**config.mk**
```make
export PLATFORM = sky130hd
export DESIGN_NAME = dispatch_buffer
export DESIGN_NICKNAME = d
export VERILOG_FILES = /design/src/rtl/sys_defs_pkg.sv /design/src/rtl/lead_ones_count.sv /design/src/rtl/dispatch_buffer.sv
export SDC_FILE = /design/constraint.sdc
export NUM_CORES = 1
export LEC_CHECK = 0
export ABC_CLOCK_PERIOD_IN_PS = 14900
export CORE_ASPECT_RATIO = 0.6
export CORE_MARGIN = 2
export CORE_UTILIZATION = 63
export CTS_BUF_LIST = sky130_fd_sc_hd__clkbuf_16
export DETAILED_ROUTE_END_ITERATION = 12
export HOLD_SLACK_MARGIN = 0.08
export PLACE_DENSITY = 0.86
export SYNTH_ARGS = -nofsm -noshare
export SYNTH_HDL_FRONTEND = slang
export SYNTH_SLANG_ARGS = --single-unit
```
**constraint.sdc**
```tcl
create_clock -name clock -period 14.9 [get_ports clock]
set_input_delay 2.98 -clock clock [delete_from_list [all_inputs] [get_ports clock]]
set_output_delay 2.98 -clock clock [all_outputs]
set_load 0.02 [all_outputs]
```
**src/rtl/sys_defs_pkg.sv**
```systemverilog
// Shared system definitions: superscalar width, CDB tag width and the decoded
// instruction packet passed from decode to dispatch.
`ifndef N_WAY
`define N_WAY 2
`endif
`ifndef CDB_BITS
`define CDB_BITS 6
`endif

package sys_defs;

  typedef struct packed {
    logic                 valid;
    logic [31:0]          pc;
    logic [31:0]          inst;
    logic [`CDB_BITS-1:0] dest_tag;
  } DISPATCH_PACKET;

endpackage

```
**src/rtl/lead_ones_count.sv**
```systemverilog
// Counts consecutive ones starting at bit 0; the first zero ends the run.
module lead_ones_count #(
  parameter int N = `N_WAY
) (
  input  logic [N-1:0]       bits_i,
  output logic [$clog2(N):0] count_o
);

  localparam int CW = $clog2(N) + 1;

  always_comb begin : l_count
    logic run;
    count_o = '0;
    run     = 1'b1;
    for (int i = 0; i < N; i++) begin
      run = run & bits_i[i];
      if (run) count_o = count_o + CW'(1);
    end
  end

endmodule

```
**src/rtl/dispatch_buffer.sv**
```systemverilog
// Circular FIFO between decode and dispatch: accepts whole fetch groups when
// there is room and offers the oldest entries limited by ROB and free-list space.
module dispatch_buffer
  import sys_defs::*;
#(
  parameter int DB_DEPTH = 8
) (
  input  logic                             clock,
  input  logic                             reset,
  input  DISPATCH_PACKET [`N_WAY-1:0]      fetch_packet,
  input  logic                             squash,
  input  logic [$clog2(`N_WAY):0]          free_num,
  input  logic [$clog2(`N_WAY):0]          empty_rob,
  input  logic [`N_WAY-1:0]                dispatched,
  output DISPATCH_PACKET [`N_WAY-1:0]      dispatch_packet,
  output logic [$clog2(`N_WAY):0]          dispatch_num,
  output logic                             fetch_ready,
  output logic [$clog2(DB_DEPTH):0]        db_count
);

  localparam int NW    = `N_WAY;
  localparam int NUM_W = $clog2(NW) + 1;
  localparam int PTR_W = $clog2(DB_DEPTH);
  localparam int CNT_W = PTR_W + 1;

  DISPATCH_PACKET   mem_q [DB_DEPTH];
  logic [PTR_W-1:0] head_q, head_d, tail_q, tail_d;
  logic [CNT_W-1:0] count_q, count_d;
  logic [NW-1:0]    fetch_vld;
  logic [NUM_W-1:0] fetch_lead, disp_lead, push_num, pop_num;

  always_comb begin
    for (int i = 0; i < NW; i++) fetch_vld[i] = fetch_packet[i].valid;
  end

  lead_ones_count #(.N(NW)) u_push_cnt (
    .bits_i  (fetch_vld),
    .count_o (fetch_lead)
  );

  lead_ones_count #(.N(NW)) u_pop_cnt (
    .bits_i  (dispatched),
    .count_o (disp_lead)
  );

  // Room for a full group is judged on the registered count only, so a
  // same-cycle pop never opens the door for a push.
  assign fetch_ready = (count_q <= CNT_W'(DB_DEPTH - NW));
  assign db_count    = count_q;

  always_comb begin : l_dnum
    logic [CNT_W-1:0] m;
    m = count_q;
    if (CNT_W'(free_num) < m)  m = CNT_W'(free_num);
    if (CNT_W'(empty_rob) < m) m = CNT_W'(empty_rob);
    if (CNT_W'(NW) < m)        m = CNT_W'(NW);
    dispatch_num = NUM_W'(m);
  end

  always_comb begin
    pop_num  = (disp_lead < dispatch_num) ? disp_lead : dispatch_num;
    push_num = fetch_ready ? fetch_lead : '0;
    head_d   = head_q + PTR_W'(pop_num);
    tail_d   = tail_q + PTR_W'(push_num);
    count_d  = count_q + CNT_W'(push_num) - CNT_W'(pop_num);
  end

  always_comb begin
    for (int i = 0; i < NW; i++) begin
      dispatch_packet[i]       = mem_q[head_q + PTR_W'(i)];
      dispatch_packet[i].valid = (NUM_W'(i) < dispatch_num);
    end
  end

  // Payload storage carries no reset; only pointers and count are cleared.
  always_ff @(posedge clock) begin
    if (reset || squash) begin
      head_q  <= '0;
      tail_q  <= '0;
      count_q <= '0;
    end else begin
      head_q  <= head_d;
      tail_q  <= tail_d;
      count_q <= count_d;
      for (int i = 0; i < NW; i++) begin
        if (NUM_W'(i) < push_num) mem_q[tail_q + PTR_W'(i)] <= fetch_packet[i];
      end
    end
  end

endmodule

```
== Word-level counts from Yosys, hierarchy flattened ==
Memories as Yosys holds them, arrays and structs flattened. A register that Yosys moved wholly into a read port is not among the register bits.
Cells that the tools add are included.

* Register bits after elaboration: 10
* Bits in writable memories: 568
* Input port bits: 151
* Output and inout bits: 149
* Word-level logic and storage cells: 40
* Memories kept: 1

* $add $sub $neg: 8
* $lt $le $gt $ge: 9
* Mux-type cells: 16
* Bitwise gates (word level): 2
* Reduce and logical (&&, ||, !) cells: 1

{| class="wikitable"
|+ Memory list
! name !! depth !! bits a word !! read ports !! clocked after Yosys merged registers in !! wr ports !! RTL line !! source
|-
| mem_q || 8 || 71 || 2 || 1 || 2 || dispatch_buffer.sv:26 || <nowiki>DISPATCH_PACKET mem_q [DB_DEPTH];</nowiki>
|}

{| class="wikitable"
|+ Operators by type and width
! cell !! count
|-
| 2-bit 2-to-1 mux || 5
|-
| 1-bit by 2-bit less-than comparator with 1-bit output, first input constant || 4
|-
| 2-bit by 4-bit less-than comparator with 1-bit output || 2
|-
| 1-bit 2-to-1 mux || 8
|-
| 4-bit 2-to-1 mux || 2
|-
| 3-bit by 1-bit adder with 3-bit output, second input constant || 2
|-
| 3-bit by 2-bit adder with 3-bit output || 2
|-
| 2-bit by 1-bit adder with 2-bit output, second input constant || 2
|-
| 4-bit by 2-bit adder with 4-bit output || 1
|-
| 4-bit by 3-bit less-or-equal comparator with 1-bit output, second input constant || 1
|-
| 2-bit by 4-bit less-than comparator with 1-bit output, first input constant || 1
|-
| 4-bit by 2-bit subtractor with 4-bit output || 1
|-
| 3-bit 2-to-1 mux || 1
|-
| 1-bit AND || 2
|-
| 2-bit less-than comparator || 1
|-
| 1-bit logical OR || 1
|}

== Longest topological paths before layout ==
Gate-level depths: netlist of run 1.

* Depth after elaboration: 10
* Mapped depth: 21
* Depth with buffers taken out: 21

== By module ==
Synthesis of run 1 repeated with hierarchy kept, for this count alone.

* Cell total of the unflattened synthesis: 1,806
* Area total of the unflattened synthesis: 32,852.8 sq um

{| class="wikitable"
|+ By module, submodules not included
! module !! times used !! cells each !! area each (sq um) !! seq. area each (sq um)
|-
| dispatch_buffer || 1 || 1,802 || 32,820.2 || 17,016.3
|-
| lead_ones_count || 2 || 2 || 16.3 || 0.0
|}

== Least setup slack after synthesis of run 1 ==
No wires, ideal clock.

* Kind: input -> register
* Start point: input port squash
* End point: memory mem_q[1][0] in the netlist's numbering (enable)
* Setup time: 602 ps
* Arrival time: 8,616 ps
* Data required time: 14,298 ps
* Path slack: 5,682 ps
* Stages on the path: 3
* Buffers on the path: 0
* Path through: nor2_1 > nand3_1 > o31ai_1

{| class="wikitable"
|+ RTL lines
! element !! RTL line !! source
|-
| start: declaration || dispatch_buffer.sv:11 || <nowiki>input logic squash,</nowiki>
|-
| end: declaration || dispatch_buffer.sv:26 ||
|}

== Final worst setup path of run 1 ==
* Start point: input port free_num[1]
* End point: output port dispatch_num[0]

* Longest elaborated chain between the ends: 6

{| class="wikitable"
|+ RTL lines
! element !! RTL line !! source
|-
| start: declaration || dispatch_buffer.sv:12 || <nowiki>input logic [$clog2(`N_WAY):0] free_num,</nowiki>
|-
| 2-bit by 4-bit less-than comparator with 1-bit output || dispatch_buffer.sv:54 || <nowiki>if (CNT_W'(free_num) < m) m = CNT_W'(free_num);</nowiki>
|-
| 4-bit 2-to-1 mux (*) || dispatch_buffer.sv:54 ||
|-
| 2-bit by 4-bit less-than comparator with 1-bit output || dispatch_buffer.sv:55 || <nowiki>if (CNT_W'(empty_rob) < m) m = CNT_W'(empty_rob);</nowiki>
|-
| 4-bit 2-to-1 mux (*) || dispatch_buffer.sv:55 ||
|-
| 2-bit by 4-bit less-than comparator with 1-bit output || dispatch_buffer.sv:56 || <nowiki>if (CNT_W'(NW) < m) m = CNT_W'(NW);</nowiki>
|-
| 2-bit 2-to-1 mux (*) || dispatch_buffer.sv:56 ||
|-
| end: declaration || dispatch_buffer.sv:16 || <nowiki>output logic [$clog2(`N_WAY):0] dispatch_num,</nowiki>
|}

Every way passes the cells marked *; elsewhere a longest branch is shown, timed or not.

==> results of run 1 <==
[metal layers]
metal / track usage (%) / vias to the layer above / part of all wire (%)
met5: 0 / - / 0.034
met4: 9.34 / 4 / 2.6
met3: 5.66 / 181 / 9.1
met2: 52.8 / 1066 / 50
met1: 44.2 / 10285 / 38
li1: - / 8045 / -
[per-stage QoR]
| stage | setup WS [ns] | area (um^2) | util [%] | power [uW] |
|---|---|---|---|---|
| after detailed placement | 5.68 | 36800 | 69.9 | 3240 |
| after CTS | 5.65 | 38400 | 72.9 | 4520 |
| final | 5.54 | 38400 | 72.9 | 4520 |
| after floorplan | 5.68 | 33700 | - | 2750 |
| after global routing | 5.45 | 38400 | 72.9 | 4660 |
| after global placement | 5.83 | 36800 | 69.9 | 3200 |
[kinds of logic (layout without fill, tap and decap cells)]
group	after synthesis	count (layout)	share of synthesized area (%)
mux	980	980	43.7
flops	570	570	50.5
buf+inv	159	437	3.49
simple gates	49	49	0.818
compound gates	24	24	0.550
fa+ha+maj	18	18	0.758
xor+xnor	6	6	0.156
other cells	0	6	0
[synth_stat cells (3+ instances only)]
master / number / area, um^2
a21oi_1: 3 / 15.0
and2_1: 8 / 50.1
and3_1: 4 / 25.0
buf_12: 16 / 320
buf_2: 50 / 250
buf_4: 12 / 90.1
buf_6: 28 / 315
clkbuf_1: 37 / 139
dfxtp_1: 10 / 200
edfxtp_1: 560 / 16800
fa_1: 4 / 80.1
ha_1: 14 / 175
inv_1: 15 / 56.3
mux2_1: 11 / 124
mux2_2: 551 / 6200
mux2_4: 138 / 2070
mux4_2: 280 / 6310
nand2_1: 8 / 30.0
nor2_1: 14 / 52.6
nor3_1: 3 / 15.0
o21bai_1: 6 / 45.0
xnor2_1: 3 / 26.3
xor2_1: 3 / 26.3
[cell type report]
type,instances,area (um^2),area share (%)
Clock inverter,37,256,0.668
Clock buffer,53,1330,3.45
Inverter,15,56.3,0.147
Multi-Input combinational cell,1077,15600,40.6
Antenna cell,6,15.0,0.0391
Sequential cell,570,17000,44.3
Timing Repair Buffer,332,3240,8.44
Tap cell,703,880,2.29
[where the power goes]
| group | internal [uW] | switching (uW) | total, uW |
|---|---|---|---|
| combinational | 735 | 647 | 1380 |
| clock | 708 | 595 | 1300 |
| sequential | 1790 | 40.0 | 1830 |
[state kept, by name, summed over array words and instances (netlist names)]
name / cells
mem_q: 560
tail_q: 3
head_q: 3
db_count: 4
[critical path, delay by kind of cell]
kind | cells | cell delay [ns]
adder cells (fa/ha/maj) | 2 | 0.60
AO/OA/AOI/OAI | 5 | 1.20
AND/OR/NAND/NOR | 3 | 0.38
buffers and inverters | 3 | 1.20
[final timing paths]
check	from	endpoint	slack [ns]
setup / recovery	free_num[1]	dispatch_num[0]	5.54
hold / removal	tail_q[2]	tail_q[2]	0.67
setup reg to reg	db_count[1]	db_count[3]	10.13
hold reg to reg	tail_q[2]	tail_q[2]	0.67
==> run summary, run 1 <==
Status = complete, no violations
Vias in the first global route = 20,877
Chip height = 183 um
Critical Path Max Stage Delay = 0.61 ns
DRT Wirelength = 87,300 um
Cell Area, Synth = 33,700 um^2
Final Cycle Share = 62.8%
Setup CP Type = in2out
Worst EP arrival = 6.38 ns
Reg2Reg Depth = 20
Worst Path Required = 11.92 ns
Dpl hpwl = 50,400 um
Clk root buf = clkbuf_16
Hold Crit Class = reg2reg
DRT Pass-1 Iters = 5
CP startpoint kind = input pin
Most frequent cells in the layout = edfxtp_1 (560), mux2_2 (551), clkdlybuf4s50_1 (299)
Clock transition at path regs = 0.07 ns
Leakage power = 0.0121 uW
FMAX = 0.107 GHz
Predominant post-synthesis flop cell = edfxtp_1
Clk sinks = 570
CTS Buf Count = 53
DRC = 0
Final ANT Viol Nets = 0
Register area share after synthesis = 50.5%
Syn Nets = 1,975
Largest net degree at the start of global routing = 73
Mapped Cells = 1,806
CP max stage cell = clkdlybuf4s50_1
Die ar. = 55,400 um^2
Slew @ Worst Pin = 1.21 ns
Maximum buffer depth of the clock tree = 3
Vias = 19,581
WHS Path Cells = 2
Core ar. = 52,700 um^2
Max-cap violations = 0
Area growth syn-to-layout = 14.1%
Netlist cell types = 45
TritonCTS clock tree = built
Setup violators final = 0
Site row count = 65
Post-route insts no fill = 2,793
Fin. Hold Viols = 0
Minimum clock period = 9.36 ns
RSZ-0062 raised after global routing = false
Setup TNS = 0 ns
First-pass GRT wire length = 131,000 um
Total GRT Usage = 32.0%
WL/cell = 31.3 um
Initial core utilization = 63.9%
Fin. max-slew vios = 0
Post-synth ARST share = 0%
Cells along the critical path = clkdlybuf4s50_1 -> ha_1 -> o21ai_1 -> o21ai_0 -> o31a_1 -> ha_1 -> nor2_1 -> a31o_2 -> o31a_1 -> nor2_1 -> inv_1 -> nor2_1 -> clkdlybuf4s50_1
Slew Limit Headroom = 19.4%
Placed Instances = 2,697
Clock Skews = 0.0133 ns
CTS H-Tree Depth = 2
# Post-CTS Setup Buffers = 0
Syn_area_per_cell = 18.6 um^2
Antenna violations before repair = 6
Ys Warns = 0
WHS = 0.669 ns
Ports = 300
Nets = 2,218
VDD IR-drop max = 0.132 mV
Element type at the critical path end = output port
Filler cell count = 3,109
Most frequent CP cell = nor2_1
Most common cell after layout, fill and taps aside = edfxtp_1
Drt via density = 7.01
Critical path fanouts, max = 7
Cts hold-fix bufs = 0
Placer Congestion = 0.801
Power Dens Cells = 118 nW/um^2
Worst-skew pair later-pin latency = 0.59 ns
DRT iter0 DRCs = 2,012
PostCTS Resize Cnt = 0
Layout cell share with drive strength beyond 1 = 52.6%
Synthesized flop and latch total = 570
Die width = 302 um
Grt ovf = 0
IO buf count = 299
EDFF count, synth = 560
(Power assumes the default switching activity.)
==> run 2: changes to the inputs <==
Settings changed: ABC_CLOCK_PERIOD_IN_PS 14900 to 8930, CORE_UTILIZATION 63 to 59, PLACE_DENSITY 0.86 to 0.81.
Clock period 14.9 ns to 8.93 ns, I/O delays scaled along.
==> run summary, run 2 (synthesis gave the netlist of run 1 again) <==
Element type at the critical path end = output port (unchanged)
Initial core utilization = 60.0% (was 63.9%)
Cts hold-fix bufs = 0 (unchanged)
Sw Share = 28.0% (was 28.4%)
Clk sinks = 570 (unchanged)
Cells along the critical path = clkdlybuf4s50_1 -> ha_1 -> o21ai_1 -> o21ai_0 -> o31a_1 -> ha_1 -> nor2_1 -> a31o_2 -> o31a_1 -> nor2_1 -> inv_1 -> nor2_1 -> clkdlybuf4s50_1 (unchanged)
IO buf count = 299 (unchanged)
Final ANT Viol Nets = 0 (unchanged)
DP Area = 36,900 um^2 (was 36,800 um^2)
CTS Buf Count = 55 (was 53)
CTS H-Tree Depth = 2 (unchanged)
R2R Setup Slk = 4.21 ns (was 10.13 ns)
Hold Crit Class = reg2reg (unchanged)
Site row count = 67 (was 65)
WL/cell = 31.0 um (was 31.3 um)
Minimum clock period = 6.96 ns
Worst EP arrival = 5.18 ns (was 6.38 ns)
PostCTS Resize Cnt = 0 (unchanged)
VDD IR-drop max = 0.181 mV (was 0.132 mV)
Ports = 300 (unchanged)
Reg2Reg Depth = 20 (unchanged)
Leakage power = 0.0123 uW (was 0.0121 uW)
Critical Path Max Stage Delay = 0.61 ns (about the same)
Final worst slack = 1.97 ns (was 5.54 ns)
Total GRT Usage = 30.0% (was 32.0%)
Most common cell after layout, fill and taps aside = edfxtp_1 (unchanged)
Layout Utilization = 69.1% (was 72.9%)
DRT Pass-1 Iters = 5 (unchanged)
FMAX = 0.144 GHz
Clock Skews = 0.0199 ns (was 0.0133 ns)
Setup CP Type = in2out (unchanged)
WHS Path Cells = 2 (unchanged)
CP max stage cell = clkdlybuf4s50_1 (unchanged)
Dpl ws = 2.07 ns (was 5.68 ns)
Clock transition at path regs = 0.07 ns (about the same)
Clk root buf = clkbuf_16 (unchanged)
Die ar. = 59,100 um^2 (was 55,400 um^2)
Grt ovf = 0 (unchanged)
Vias = 19,313 (was 19,581)
Most frequent CP cell = nor2_1 (unchanged)
Area growth syn-to-layout = 15.1% (was 14.1%)
Setup violators final = 0 (unchanged)
Core ar. = 56,100 um^2 (was 52,700 um^2)
Die width = 312 um (was 302 um)
Worst-skew pair later-pin latency = 0.62 ns (was 0.59 ns)
Slew @ Worst Pin = 1.19 ns (was 1.21 ns)
RR Startpoint = db_count[1] (unchanged)
Filler cell count = 3,566 (was 3,109)
Fin. Hold Viols = 0 (unchanged)
Slew Limit Headroom = 21.0% (was 19.4%)
Most frequent cells in the layout = edfxtp_1 (560), mux2_2 (551), clkdlybuf4s50_1 (299) (unchanged)
Max-cap violations = 0 (unchanged)
Max reg flops = 560 (unchanged)
CP Launch Point = free_num[1] (unchanged)
Register with the most flip-flops = mem_q (unchanged)
Fin. max-slew vios = 0 (unchanged)
Vias in the first global route = 20,287 (was 20,877)
NetSw = 2190 uW (was 1280 uW)
Internal Power = 5640 uW (was 3230 uW)
CP startpoint kind = input pin (unchanged)
Drt via density = 6.77 (was 7.01)
Largest net degree at the start of global routing = 134 (was 73)
Nets = 2,215 (was 2,218)
Maximum buffer depth of the clock tree = 3 (unchanged)
Antenna violations before repair = 9 (was 6)
Critical path fanouts, max = 7 (unchanged)
# Post-CTS Setup Buffers = 0 (unchanged)
Final Cycle Share = 78.0%
Status = complete, no violations (unchanged)
Worst setup path endpoint = dispatch_num[0] (unchanged)
RSZ-0062 raised after global routing = false (unchanged)
Dpl hpwl = 48,500 um (was 50,400 um)
DRC = 0 (unchanged)
Chip height = 189 um (was 183 um)
DRT Wirelength = 88,300 um (was 87,300 um)
Hold path startpoint = tail_q[2] (unchanged)
TritonCTS clock tree = built (unchanged)
Power Dens Cells = 202 nW/um^2 (was 118 nW/um^2)
Comb pwr share = 29.3% (was 30.6%)
Post-route insts no fill = 2,853 (was 2,793)
Placer Congestion = 0.819 (was 0.801)
First-pass GRT wire length = 132,000 um (was 131,000 um)
Layout cell share with drive strength beyond 1 = 52.9% (was 52.6%)
Worst Path Required = 7.14 ns (was 11.92 ns)
Seq pwr share = 39.0% (was 40.5%)
Setup TNS = 0 ns (unchanged)
DRT iter0 DRCs = 1,818 (was 2,012)
RR Endpoint = db_count[3] (unchanged)
Fin area = 38,800 um^2 (was 38,400 um^2)
Placed Instances = 2,748 (was 2,697)
Clock share of power = 31.7% (was 28.9%)
-- run 2: layer usage --
layer | vias to the layer above | global-route usage (%) | share of wire [%] | routed length (um)
li1 | 8054 | - | - | -
met1 | 10244 | 42.5 | 41 | 36400
met2 | 852 | 48.6 | 48 | 42700
met3 | 151 | 6.14 | 8.4 | 7460
met4 | 12 | 6.51 | 2.0 | 1770
met5 | - | 0 | 0.088 | 78
-- run 2: cell type report --
cell class / count / area (um^2) / share of cell area [%]
Sequential cell: 570 / 17000 / 43.9
Multi-Input combinational cell: 1077 / 15600 / 40.3
Timing Repair Buffer: 327 / 3230 / 8.33
Clock buffer: 56 / 1400 / 3.62
Tap cell: 759 / 950 / 2.45
Clock inverter: 45 / 474 / 1.22
Inverter: 15 / 56.3 / 0.145
Antenna cell: 4 / 10.0 / 0.0258
-- run 2: worst min path at each step --
stage / endpoint / slack (ns)
2_1_floorplan: head_q[0] / 0.57
3_5_place_dp: tail_q[2] / 0.66
3_3_place_gp: tail_q[2] / 0.67
5_1_grt: tail_q[2] / 0.70
6_report: tail_q[2] / 0.67
4_1_cts: tail_q[2] / 0.67
-- run 2: power groups by stage --
| stage | logic (uW) | clock network (uW) | registers [uW] |
|---|---|---|---|
| 2_1_floorplan | 1510 | 0 | 3070 |
| 3_3_place_gp | 2250 | 0 | 3110 |
| 3_5_place_dp | 2280 | 0 | 3110 |
| 4_1_cts | 2300 | 2500 | 3060 |
| 5_1_grt | 2430 | 2600 | 3060 |
| 6_report | 2290 | 2480 | 3060 |
-- run 2: per-stage QoR --
step                      hold WS, ns  total power [uW]
after global placement          0.671              5360
after global routing            0.703              8090
after floorplan                 0.574              4590
after CTS                       0.668              7860
after detailed placement        0.659              5390
final                           0.674              7830
-- run 2: worst max-delay path: cells and delay by family --
kind,cells,cell delay (ns)
AOI/OAI and AO/OA,5,1.22
adders and majority gates,2,0.60
buffers and inverters,3,1.20
and+or+nand+nor,3,0.38
